`config.mk`:
```
export PLATFORM = sky130hd
export DESIGN_NAME = reg_wb_queue
export DESIGN_NICKNAME = d
export VERILOG_FILES = /design/src/rtl/reg_wb_queue.sv
export SDC_FILE = /design/constraint.sdc
export NUM_CORES = 1
export LEC_CHECK = 0
export CORE_ASPECT_RATIO = 1.75
export CORE_MARGIN = 3
export CORE_UTILIZATION = 55
export DETAILED_ROUTE_END_ITERATION = 8
export PLACE_DENSITY_LB_ADDON = 0.2
export SLEW_MARGIN = 20
export SYNTH_ARGS = -nofsm -noshare
export SYNTH_HDL_FRONTEND = slang
export SYNTH_SLANG_ARGS = --single-unit
```
`constraint.sdc`:
```
create_clock -name clk -period 8.2 [get_ports clk]
set_input_delay 1.23 -clock clk [delete_from_list [all_inputs] [get_ports clk]]
set_output_delay 1.23 -clock clk [all_outputs]
set_load 0.01 [all_outputs]
```
`src/rtl/reg_wb_queue.sv`:
```
// reg_wb_queue: in-order writeback FIFO in front of an 8x8-bit register file.
// Accepts up to two writes per cycle. Retires up to four per cycle, and never
// retires two writes to the same register in one cycle. A lookup port reports
// pending writes so that decode can detect read-after-write hazards.
module reg_wb_queue #(
    parameter int DEPTH = 8,
    parameter int CW    = $clog2(DEPTH) + 1
) (
    input  logic          clk,
    input  logic          rst_n,
    input  logic          in0_valid,
    input  logic [2:0]    in0_addr,
    input  logic [7:0]    in0_data,
    input  logic          in1_valid,
    input  logic [2:0]    in1_addr,
    input  logic [7:0]    in1_data,
    output logic          in_ready,
    output logic          wen0,
    output logic          wen1,
    output logic          wen2,
    output logic          wen3,
    output logic [2:0]    waddr0,
    output logic [2:0]    waddr1,
    output logic [2:0]    waddr2,
    output logic [2:0]    waddr3,
    output logic [7:0]    wdata0,
    output logic [7:0]    wdata1,
    output logic [7:0]    wdata2,
    output logic [7:0]    wdata3,
    input  logic [2:0]    chk_addr,
    output logic          chk_hit,
    output logic [CW-1:0] count,
    output logic          ovf
);
    localparam int AW = $clog2(DEPTH);

    logic [2:0]    r_addr [DEPTH];
    logic [7:0]    r_data [DEPTH];
    logic [AW-1:0] r_rd_ptr;
    logic [AW-1:0] r_wr_ptr;
    logic [CW-1:0] r_count;
    logic          r_ovf;

    logic          w_ready;
    logic          w_acc0;
    logic          w_acc1;
    logic          w_drop;
    logic [1:0]    w_acc_n;
    logic [AW-1:0] w_in1_ptr;
    logic [3:0]    w_wen;
    logic [2:0]    w_n;
    logic [2:0]    w_slot_addr [4];
    logic [7:0]    w_slot_data [4];
    logic          w_hit;

    // Ready only depends on occupancy, so the same-cycle drain cannot create
    // a combinational path from the execute stage to its own handshake.
    assign w_ready   = (r_count <= CW'(DEPTH - 2));
    assign w_acc0    = in0_valid & w_ready;
    assign w_acc1    = in1_valid & w_ready;
    assign w_drop    = (in0_valid | in1_valid) & ~w_ready;
    assign w_acc_n   = {1'b0, w_acc0} + {1'b0, w_acc1};
    assign w_in1_ptr = w_acc0 ? (r_wr_ptr + AW'(1)) : r_wr_ptr;

    // Drain group: the leading run of occupied slots whose addresses are unique.
    always_comb begin
        logic          v_go;
        logic          v_dup;
        logic [AW-1:0] v_idx;
        w_wen = 4'b0000;
        w_n   = 3'd0;
        v_go  = 1'b1;
        v_dup = 1'b0;
        v_idx = '0;
        for (int k = 0; k < 4; k++) begin
            v_idx          = r_rd_ptr + AW'(k);
            w_slot_addr[k] = r_addr[v_idx];
            w_slot_data[k] = r_data[v_idx];
        end
        for (int k = 0; k < 4; k++) begin
            v_dup = 1'b0;
            for (int j = 0; j < k; j++) begin
                v_dup = v_dup | (w_slot_addr[j] == w_slot_addr[k]);
            end
            v_go     = v_go & (CW'(k) < r_count) & ~v_dup;
            w_wen[k] = v_go;
            w_n      = w_n + {2'b00, v_go};
        end
    end

    // Hazard lookup across every occupied entry, including ones draining now.
    always_comb begin
        logic [AW-1:0] v_idx;
        w_hit = 1'b0;
        v_idx = '0;
        for (int k = 0; k < DEPTH; k++) begin
            v_idx = r_rd_ptr + AW'(k);
            w_hit = w_hit | ((CW'(k) < r_count) & (r_addr[v_idx] == chk_addr));
        end
    end

    // Entry storage; contents are only meaningful while counted as occupied.
    always_ff @(posedge clk) begin
        if (w_acc0) begin
            r_addr[r_wr_ptr] <= in0_addr;
            r_data[r_wr_ptr] <= in0_data;
        end
        if (w_acc1) begin
            r_addr[w_in1_ptr] <= in1_addr;
            r_data[w_in1_ptr] <= in1_data;
        end
    end

    // Pointers, occupancy and the sticky overflow flag.
    always_ff @(posedge clk or negedge rst_n) begin
        if (!rst_n) begin
            r_rd_ptr <= '0;
            r_wr_ptr <= '0;
            r_count  <= '0;
            r_ovf    <= 1'b0;
        end else begin
            r_rd_ptr <= r_rd_ptr + AW'(w_n);
            r_wr_ptr <= r_wr_ptr + AW'(w_acc_n);
            r_count  <= r_count + CW'(w_acc_n) - CW'(w_n);
            r_ovf    <= r_ovf | w_drop;
        end
    end

    assign wen0     = w_wen[0];
    assign wen1     = w_wen[1];
    assign wen2     = w_wen[2];
    assign wen3     = w_wen[3];
    assign waddr0   = w_wen[0] ? w_slot_addr[0] : 3'd0;
    assign waddr1   = w_wen[1] ? w_slot_addr[1] : 3'd0;
    assign waddr2   = w_wen[2] ? w_slot_addr[2] : 3'd0;
    assign waddr3   = w_wen[3] ? w_slot_addr[3] : 3'd0;
    assign wdata0   = w_wen[0] ? w_slot_data[0] : 8'd0;
    assign wdata1   = w_wen[1] ? w_slot_data[1] : 8'd0;
    assign wdata2   = w_wen[2] ? w_slot_data[2] : 8'd0;
    assign wdata3   = w_wen[3] ? w_slot_data[3] : 8'd0;
    assign in_ready = w_ready;
    assign chk_hit  = w_hit;
    assign count    = r_count;
    assign ovf      = r_ovf;
endmodule
```
==> summary.txt <==
Clocking
  – Maximum clock path buffer count: 2
  – Clock Pin Slew Worst Setup and Hold Paths: 0.07 ns
  – Cts hold-fix bufs: 0
  – CTS Sinks: 99
  – Post-CTS setup buffers: 0
  – CTS Buf Count: 9
  – Worst skew pair latency: 0.35 ns
  – Post-cts repair resize count: 0
  – TritonCTS clock tree: done
  – Clk root buf: clkbuf_16
  – Htree depth: 3

Floorplanning
  – Initial Utilization: 56.82%
  – Site row count: 60
  – Core Footprint: 15620 sq um
  – Die X: 102.0 um
  – Ports: 84
  – Die height: 174.0 um
  – Die area: 17750 sq um

Synthesis
  – Register bit count reported by yosys: 99
  – Top_reg_cell synth: edfxtp_1
  – Syn Inst Count: 700
  – Ys async rst share: 11.11%
  – Ys Warns: 0
  – Syn Area/Cell: 12.67 sq um
  – Distinct cells, synth: 53
  – Sequential share of the synthesized area: 32.89%
  – Synthesized area: 8872 sq um
  – EDFF count, synth: 88
  – Synth Net Count: 747

Final layout
  – Ant. Diodes: 0
  – Share of cells above drive strength 1: 33.64%
  – Multi-input gate area: 5710 sq um
  – Register area: 2924 sq um
  – Area growth from synthesis to layout: 14.69%
  – Fillers: 1190
  – Layout net count: 797
  – Commonest non-fill, non-tap cell in the layout: mux2_2
  – Most frequent cells in the layout: mux2_2, edfxtp_1, clkdlybuf4s50_1, mux4_2, mux2i_1

Min path
  – Worst Hold Class: reg -> reg
  – Hold path start: ovf

GRT
  – Met3 GRT Util: 4.779%
  – Initial antenna violation count: 0
  – Vias in the first global route: 6898
  – First-pass GRT wire length: 40700 um
  – Total Routing Usage GR: 31.39%
  – Largest net degree at the start of global routing: 48
  – GRT Max-Usage Layer: met2
  – Total congestion overflow: 0
  – GRT met2 Usage: 55.75%
  – Met1 GRT Util: 33.74%

Route
  – First drt pass iteration count: 5
  – DRT iter0 DRCs: 529
  – Via-to-Cell Ratio: 7.044
  – WL per Instance: 29.06 um
  – Drc violations: 0
  – DRT Wirelength: 27340 um
  – Final ANT Viol Nets: 0
  – Total number of vias: 6628

Placed design
  – GP Congestion: 0.9263
  – Hpwl dp: 19160 um
  – Port buffer count: 83

Setup path
  – Max incr delay on CP: 0.71 ns
  – Slowest-stage cell, CP: or4_4
  – CP max FO: 47
  – CP dominant cell by count: ha_1
  – R2R Path Start: r_rd_ptr[1]
  – Worst path cell trace: buf_4 -> ha_1 -> xor2_2 -> mux4_2 -> xor2_1 -> o31ai_2 -> buf_4 -> a311o_1 -> or4_4 -> fa_1 -> inv_1 -> ha_1 -> ha_1 -> inv_1 -> fa_1 -> ha_1 -> a21o_1 -> a21oi_1 -> xnor2_1
  – Crit. End Element: register
  – WP buf/inv: 4
  – CP delay by family, top: adder cells
  – Critical Path AT: 7.03 ns
  – Worst EP required: 8.48 ns
  – CP Launch Type: register
  – Kind of critical path: reg -> reg
  – Critical Path Source: r_rd_ptr[1]

STA
  – F_max: 148.2 MHz
  – Relative slew margins: 32.71%
  – Min Hold Slack: 0.4874 ns
  – Period utilisation layout: 82.28%
  – Worst slew pin tran: 1.007 ns
  – Final Hold Violating Endpoints: 0
  – Final Slew Violations: 0
  – Fin Clk Skew: 0.01253 ns
  – Setup repair after global routing missed its margin: no
  – Setup TNS: 0 ns
  – Final min period: 6.747 ns
  – Final setup viols: 0

Flow run
  – Max-cap violations: 0

Run status
  – Outcome: finished clean
## through the flow
step	instances	setup slack [ns]	instance area (sq um)	utilization, %
floorplan	700	1.476	8872	-
global placement	925	1.604	9882	63.29
detailed placement	925	1.477	9882	63.29
CTS	941	1.462	10180	65.17
global route	941	1.110	10180	65.17
finish	941	1.453	10180	65.17
## flip-flops by register name, summed over array words and instances, names as in the netlist
signal and count:
r_addr 24, count 4, ovf 1, r_wr_ptr 3
r_rd_ptr 3, r_data 64
## metal layers
layer / vias to the layer above / part of all wire, % / wire, um
met2: 402 / 54 / 14840
met1: 3287 / 32 / 8639
met5: - / 0 / 0
li1: 2821 / - / -
met4: 0 / 7.3 / 1990
met3: 118 / 6.9 / 1879
## worst paths after layout
| path | cells past startpoint | slack, ns | end |
|---|---|---|---|
| max | 19 | 1.45 | count[3] |
| min | 1 | 0.49 | ovf |
| max reg2reg | 19 | 1.45 | count[3] |
| min reg2reg | 1 | 0.49 | ovf |
| max in group asynchronous | 1 | 6.49 | r_rd_ptr[0] |
| min in group asynchronous | 1 | 1.26 | r_wr_ptr[1] |
## cell type report
type,count,area share [%]
multi-input combinational,522,56.12
sequential,99,28.73
timing repair buffer,97,9.197
clock buffer,11,2.496
tap,186,2.287
inverter,21,0.7746
clock inverter,5,0.3935
## cell usage after synthesis (all sizes together), types with 2 or more instances
library cell / instances / area, sq um
mux2: 120 / 1351
edfxtp: 88 / 2643
mux4: 80 / 1802
mux2i: 70 / 708.2
nor2: 44 / 165.2
xor2: 37 / 331.6
buf: 36 / 163.9
xnor2: 34 / 305.3
clkbuf: 22 / 82.58
nand2: 22 / 82.58
inv: 20 / 75.07
o22ai: 16 / 100.1
ha: 13 / 162.7
dfrtp: 11 / 275.3
nand3: 10 / 50.05
nor3: 10 / 50.05
a21oi: 9 / 45.04
fa: 5 / 100.1
o21ai: 5 / 25.02
o21bai: 5 / 37.54
nand2b: 4 / 25.02
o31ai: 4 / 30.03
a2111oi: 3 / 26.28
a31oi: 3 / 18.77
nor2b: 3 / 18.77
a221oi: 2 / 17.52
nand3b: 2 / 15.01
nand4: 2 / 12.51
nor4: 2 / 12.51
or3: 2 / 12.51
## logic make-up after synthesis
kind of cell | after synthesis | share of synthesized area, %
AOI/OAI and AO/OA | 56 | 4.259
xor gates and xnor gates | 71 | 7.178
adders and majority gates | 18 | 2.962
buffers and inverters | 79 | 3.667
DFF | 99 | 32.89
muxes | 270 | 43.52
and+or+nand+nor | 107 | 5.528
## worst register-to-register path, cell delays in order (launching register included)
cell and delay, ns:
dfrtp_2 0.37, buf_4 0.57, ha_1 0.40, xor2_2 0.68
mux4_2 0.67, xor2_1 0.23, o31ai_2 0.09, buf_4 0.23
a311o_1 0.31, or4_4 0.71, fa_1 0.55, inv_1 0.05
ha_1 0.17, ha_1 0.30, inv_1 0.06, fa_1 0.51
ha_1 0.32, a21o_1 0.16, a21oi_1 0.18, xnor2_1 0.13
Power is left out: the tool's default activity adds up to more than one toggle a clock period on the data nets, which glitch-free logic cannot reach.
